`config.mk`:
```
export PLATFORM = sky130hd
export DESIGN_NAME = apb3_slave_mem
export DESIGN_NICKNAME = d
export VERILOG_FILES = /design/src/rtl/apb3_slave_mem.sv
export SDC_FILE = /design/constraint.sdc
export NUM_CORES = 1
export LEC_CHECK = 0
export BUFFER_PORTS_ARGS = -buffer_cell sky130_fd_sc_hd__clkbuf_2
export CORE_MARGIN = 10
export CORE_UTILIZATION = 50
export DETAILED_ROUTE_END_ITERATION = 8
export PLACE_DENSITY = 0.67
export SLEW_MARGIN = 20
export SYNTH_ARGS = -nofsm -noshare
export SYNTH_HDL_FRONTEND = slang
export SYNTH_SLANG_ARGS = --single-unit
export TNS_END_PERCENT = 30
```
`constraint.sdc`:
```
create_clock -name clk -period 14.8 [get_ports clk]
set_clock_uncertainty 0.05 [all_clocks]
set_input_delay 1.48 -clock clk [delete_from_list [all_inputs] [get_ports clk]]
set_output_delay 1.48 -clock clk [all_outputs]
set_load 0.01 [all_outputs]
```
`src/rtl/apb3_slave_mem.sv`:
```
// apb3_slave_mem: APB3 completer fronting a word-addressed register memory with wait states, a read-only region and PSLVERR
module apb3_slave_mem #(
    parameter int          ADDR_WIDTH  = 32,
    parameter int          DATA_WIDTH  = 32,
    parameter int          DEPTH       = 16,
    parameter int unsigned BASE_ADDR   = 0,
    parameter int          WAIT_CYCLES = 0,
    parameter int          RO_WORDS    = 0
) (
    input  logic                  clk,
    input  logic                  rst_n,
    input  logic                  psel,
    input  logic                  penable,
    input  logic                  pwrite,
    input  logic [ADDR_WIDTH-1:0] paddr,
    input  logic [DATA_WIDTH-1:0] pwdata,
    output logic [DATA_WIDTH-1:0] prdata,
    output logic                  pready,
    output logic                  pslverr
);

    localparam int BYTES   = DATA_WIDTH / 8;
    localparam int OFF_LSB = $clog2(BYTES);
    localparam int IDX_W   = $clog2(DEPTH);
    localparam int SPAN    = DEPTH * BYTES;
    localparam int CNT_W   = 8;

    typedef enum logic {
        IDLE,
        ACCESS
    } state_e;

    state_e                  state_q, state_d;
    logic [CNT_W-1:0]        cnt_q, cnt_d;
    logic [IDX_W-1:0]        idx_q, idx_d;
    logic                    pwrite_q, pwrite_d;
    logic                    err_q, err_d;
    logic [DATA_WIDTH-1:0]   rd_q, rd_d;
    logic [DATA_WIDTH-1:0]   mem_q [DEPTH];
    logic                    mem_we;

    logic [ADDR_WIDTH-1:0]   offset;
    logic [IDX_W-1:0]        setup_idx;
    logic                    out_of_range;
    logic                    misaligned;
    logic                    ro_hit;
    logic                    setup_err;

    // Address decode used only at setup; an address below BASE_ADDR wraps to a huge offset and fails the range test
    always_comb begin
        offset       = paddr - ADDR_WIDTH'(BASE_ADDR);
        setup_idx    = IDX_W'(offset >> OFF_LSB);
        out_of_range = {1'b0, offset} >= (ADDR_WIDTH + 1)'(SPAN);
        misaligned   = |(offset & ADDR_WIDTH'(BYTES - 1));
        setup_err    = out_of_range || misaligned || (pwrite && ro_hit);
    end

    if (RO_WORDS == 0) begin : g_no_ro
        assign ro_hit = 1'b0;
    end else begin : g_ro
        assign ro_hit = {1'b0, setup_idx} < (IDX_W + 1)'(RO_WORDS);
    end

    // Next-state logic: latch the transfer at setup, count wait cycles, complete or abort in ACCESS
    always_comb begin
        state_d  = state_q;
        cnt_d    = cnt_q;
        idx_d    = idx_q;
        pwrite_d = pwrite_q;
        err_d    = err_q;
        rd_d     = rd_q;
        mem_we   = 1'b0;
        if (state_q == IDLE) begin
            if (psel && !penable) begin
                state_d  = ACCESS;
                cnt_d    = CNT_W'(WAIT_CYCLES);
                idx_d    = setup_idx;
                pwrite_d = pwrite;
                err_d    = setup_err;
                rd_d     = setup_err ? '0 : mem_q[setup_idx];
            end
        end else if (!psel) begin
            state_d = IDLE;
        end else if (cnt_q != '0) begin
            cnt_d = cnt_q - 1'b1;
        end else if (penable) begin
            mem_we  = pwrite_q && !err_q;
            state_d = IDLE;
        end
    end

    // Transfer state registers; reset drops any in-flight transfer
    always_ff @(posedge clk) begin
        if (!rst_n) begin
            state_q  <= IDLE;
            cnt_q    <= '0;
            idx_q    <= '0;
            pwrite_q <= 1'b0;
            err_q    <= 1'b0;
            rd_q     <= '0;
        end else begin
            state_q  <= state_d;
            cnt_q    <= cnt_d;
            idx_q    <= idx_d;
            pwrite_q <= pwrite_d;
            err_q    <= err_d;
            rd_q     <= rd_d;
        end
    end

    // Word storage: cleared by reset, written with the data present in the completing cycle
    always_ff @(posedge clk) begin
        if (!rst_n) begin
            for (int i = 0; i < DEPTH; i++) mem_q[i] <= '0;
        end else if (mem_we) begin
            mem_q[idx_q] <= pwdata;
        end
    end

    assign pready  = (state_q == ACCESS) && (cnt_q == '0);
    assign pslverr = pready && err_q;
    assign prdata  = (pready && !pwrite_q && !err_q) ? rd_q : '0;

endmodule
```
Yosys cells after proc, flatten, opt, wreduce, memory -nomap -nowiden
Memory sizes are Yosys's and may differ from the RTL's.
Index checks and enable logic that the tools add are counted.
- flip-flop bits (word level): 47
- bits in writable memories: 512
- input bits: 69
- logic and storage cells: 51
- memories: 1
- add/sub/neg operators: 1
- magnitude comparators: 1
- eq/ne operators: 2
- mux-type cells: 22
- bitwise logic cells: 1
- reductions and logical operators: 17
- memories (memory ; words ; bits a word ; rd ports ; clocked after Yosys merged registers in ; wr ports ; RTL line ; source):
    mem_q ; 16 ; 32 ; 1 ; 0 ; 16 ; 39 ; logic [DATA_WIDTH-1:0] mem_q [DEPTH];
- operators with widths (cell ; count):
    2-to-1 mux 32 bit ; 3
    greater-or-equal comparator 32 x 7 -> 1 bit (second input constant) ; 1
    2-to-1 mux 8 bit ; 4
    OR reduction 32 bit ; 1
    2-to-1 mux 1 bit ; 14
    zero test 8 bit ; 1
    nonzero test 8 bit ; 1
    subtractor 8 x 1 -> 8 bit (second input constant) ; 1
    logical AND 1 bit ; 6
    2-to-1 mux 4 bit ; 1
    zero test 1 bit ; 3
    AND reduction 3 bit ; 1
    != test 2 x 1 -> 1 bit (second input constant) ; 1
    != test 2 bit (second input constant) ; 1
    AND reduction 2 bit ; 1
    nonzero test 2 bit ; 1
    OR reduction 2 bit ; 1
    logical OR 1 bit ; 1
    inverter 1 bit ; 1

Depth between registers and ports, before layout
- word-level depth: 11
- depth in mapped cells: 9

Worst setup path after synthesis
No wires, ideal clock.
- path kind: input to register
- start point: input rst_n
- end point: memory mem_q[14][0], enable pin
- library setup time: 0.466 ns
- arrival time: 5.144 ns
- required time: 14.284 ns
- path slack: 9.140 ns
- cell stages on the path: 6
- path buffers: 2
- path through: nand2_1 > or4_4 > or4b_4 > buf_6 > buf_6 > o21ai_0
- RTL lines (what ; RTL line ; source):
    from (decl) ; 11 ; input logic rst_n,
    to (decl) ; 39 ;

==> impl_metrics.csv <==
group,metric,value,unit
power_and_ir_drop,power.leakage,10.09,nW
route,route.met2.wl,33750,um
placement,port_buffers,102,
placement,dp_hpwl,40460,um
floorplanning,fp.dieArea,60330,um^2
final_layout,final_common_cell,"edfxtp_1",
clock_network,clk_pin_slew,60,ps
clock_network,cts_resized,0,
final_layout,drive_gt1_share,15.04,%
clock_network,numCtsBuffers,58,
synth,synth_warnings,0,
synth,synth_area_leaders,"edfxtp_1, mux2i_1, nor2_1",
sta,timing.final.crit_period,4996,ps
route,vias,17379,
clock_network,cts.htree.levels,2,
route,drc_errors,0,
sta,hold_viol,0,
worst_setup_path,worstSetupStartpointType,"input pin",
final_layout,fin_util,56.49,%
synth,syn_nets,2182,
floorplanning,num_rows,82,
sta,rsz0062_at_grt,"false",
floorplanning,initial_core_util,50.62,%
route,dr_wl_met3,7210,um
grt,antenna_found_initial,1,
sta,worst_slack,9804,ps
route,final_antenna_net_count,0,
placement,dp_slack,9186,ps
worst_setup_path,endpoint_kind,"flop",
clock_network,cts_tree,"yes",
route,vias_per_cell,6.077,
floorplanning,die_w,245.6,um
power_and_ir_drop,pwr-share-seq,52.2,%
sta,fmax,200.2,MHz
synth,synth_flop_cell,"edfxtp_1",
status,status,"complete, no violations",
floorplanning,core,50270,um^2
worst_setup_path,cpMostUsedCell,"buf_4",
sta,tightest_slew,1130,ps
route,routed_wirelength,72300,um
synth,synthesis.area,25450,um^2
route,drt_iter0_drc,1906,
sta,setup_viol,0,
grt,grt-ovfl-total,0,
job,drv_cap,0,
sta,setup_tns,0,ps
power_and_ir_drop,p_clk_share,40.8,%
synth,synth_xor_area_share,0.03441,%
floorplanning,num_io_pins,103,
synth,synth_simple_gate_area_share,17.77,%
synth,synth.ff_latch_count,559,
final_layout,nFillCells,4189,
clock_network,root_buffer,"clkbuf_16",
placement,gp_congestion,0.8216,
sta,relSlewSlack,24.67,%
clock_network,numClockSinks,559,
power_and_ir_drop,peakVddDrop,0.08212,mV
route,wl_per_cell,25.28,um
final_layout,final_nets,2215,
synth,synthCells,2111,
power_and_ir_drop,p_int,2.630,mW
grt,grt.total_usage,23.51,%
worst_setup_path,crit_arrival,5200,ps
synth,ys_seq_area_share,64.11,%
grt,grt_pass1_wl,107800,um
worst_setup_path,required,15010,ps
clock_network,clock_latency,620,ps
synth,synth_edf_count,512,
worst_setup_path,cpMaxStageDelayCell,"or4b_4",
route,dr.pass1.iters,6,
power_and_ir_drop,swShare,22.95,%
worst_setup_path,cpPeakStageDelay,900,ps
grt,first_global_vias,17282,
synth,synth.distinct_cells,41,
final_layout,area_delta_synth_final,11.58,%
power_and_ir_drop,comb_power_share,7.0,%
route,top_layer,"met4",
clock_network,ctsHoldBuffers,0,
synth,synth.area.mux_share,10.11,%
synth,yosysTopAreaCellShare,60.41,%
synth,synth_area_per_cell,12.06,um^2
synth,async_flop_share,0,%
final_layout,multiInputGateArea,8584,um^2
synth,yosysTopAreaCell,"edfxtp_1",
synth,synth_fa_ha_area_share,0.09832,%
clock_network,clockBufferDepth,3,
sta,slew_viol_final,0,
min_path,hp-class,"reg2reg",
power_and_ir_drop,power.total,3.414,mW
worst_setup_path,worstPathMaxFanout,95,
synth,synth_compound_gate_area_share,4.764,%
final_layout,most-common-layout-cells,"edfxtp_1, nor2_1, mux2i_1",
route,drt-met1-wl,29310,um
sta,period_share,33.76,%
worst_setup_path,criticalPathCategory,"in2reg",
final_layout,seqCellArea,16320,um^2
power_and_ir_drop,power_switching,0.7834,mW
worst_setup_path,crit_chain,"buf_4 -> nand2_1 -> or4_4 -> or4b_4 -> buf_12 -> o21ai_4 -> buf_4",
clock_network,post_cts_buffers,0,
floorplanning,die-height,245.6,um
final_layout,diodes,0,
grt,grt_max_degree,96,
synth,synth_top_family_by_area,"simple AND/OR/NAND/NOR gates",
power_and_ir_drop,powerDensity,120.2,nW/um^2
-- power by group through the flow --
| stage | registers [mW] | logic (mW) | clock network (mW) |
|---|---|---|---|
| 2_1_floorplan | 1.82 | 0.141 | 0 |
| 3_3_place_gp | 1.81 | 0.229 | 0 |
| 3_5_place_dp | 1.82 | 0.233 | 0 |
| 4_1_cts | 1.78 | 0.235 | 1.40 |
| 5_1_grt | 1.79 | 0.252 | 1.47 |
| 6_report | 1.78 | 0.238 | 1.39 |
-- routing by layer --
metal,global-route usage [%],vias up
li1,-,7665
met1,31.72,8681
met2,37.75,902
met3,4.724,131
met4,7.134,0
met5,0,-
-- registers in the layout, indices dropped and copies added (netlist names) --
| name | cells |
|---|---|
| pwrite_q | 1 |
| mem_q | 512 |
| err_q | 1 |
| cnt_q | 8 |
| idx_q | 4 |
| state_q | 1 |
| rd_q | 32 |
-- worst paths after layout --
kind,from,to,slack (ps),depth (start not counted)
worst min-delay path,cnt_q[7]$_SDFFE_PN0P_,cnt_q[7]$_SDFFE_PN0P_,430,2
worst max-delay path,rst_n,mem_q[6][4]$_SDFFCE_PN0P_,9800,7
worst min register to register,cnt_q[7]$_SDFFE_PN0P_,cnt_q[7]$_SDFFE_PN0P_,430,2
worst max register to register,cnt_q[0]$_SDFFE_PN0P_,mem_q[6][4]$_SDFFCE_PN0P_,10210,8
-- critical path, delay by kind of cell --
| kind | cells | cell delay, ps |
|---|---|---|
| compound gates | 1 | 540 |
| buf+inv | 3 | 1460 |
| simple gates | 3 | 1610 |
-- synth_stat cells (all sizes together), types with 4 or more instances --
library cell / n
buf: 59
dfxtp: 47
a21oi: 8
nor2: 580
nand2: 145
a21boi: 5
and2: 35
nand2b: 5
nor4: 72
or3: 6
clkbuf: 105
and3: 32
o21ai: 54
mux2i: 257
edfxtp: 512
o21bai: 32
a31oi: 32
or4: 5
nor3: 33
o22ai: 64
inv: 4
-- through the flow --
stage | cell area, um^2 | hold WS (ps) | instances
CTS | 28350 | 435.1 | 2858
finish | 28400 | 433.2 | 2860
floorplan | 25450 | 397.2 | 2111
global route | 28400 | 480.5 | 2860
global placement | 26520 | 411.1 | 2752
detailed placement | 26570 | 423.1 | 2754
-- cell type report --
class / count / area share (%)
sequential: 559 / 57.45
tap: 672 / 2.961
inverter: 4 / 0.05287
timing repair buffer: 137 / 3.053
clock inverter: 25 / 0.6829
clock buffer: 79 / 5.569
multi-input combinational: 1384 / 30.23
-- cell families (layout without fill, tap and decap cells) --
family	count (synthesis)	count (layout)
flops	559	559
buf+inv	168	245
simple gates	926	926
fa+ha+maj	2	2
xor+xnor	1	1
compound gates	198	198
mux	257	257
No activity file was read; power rests on OpenSTA's default activity.
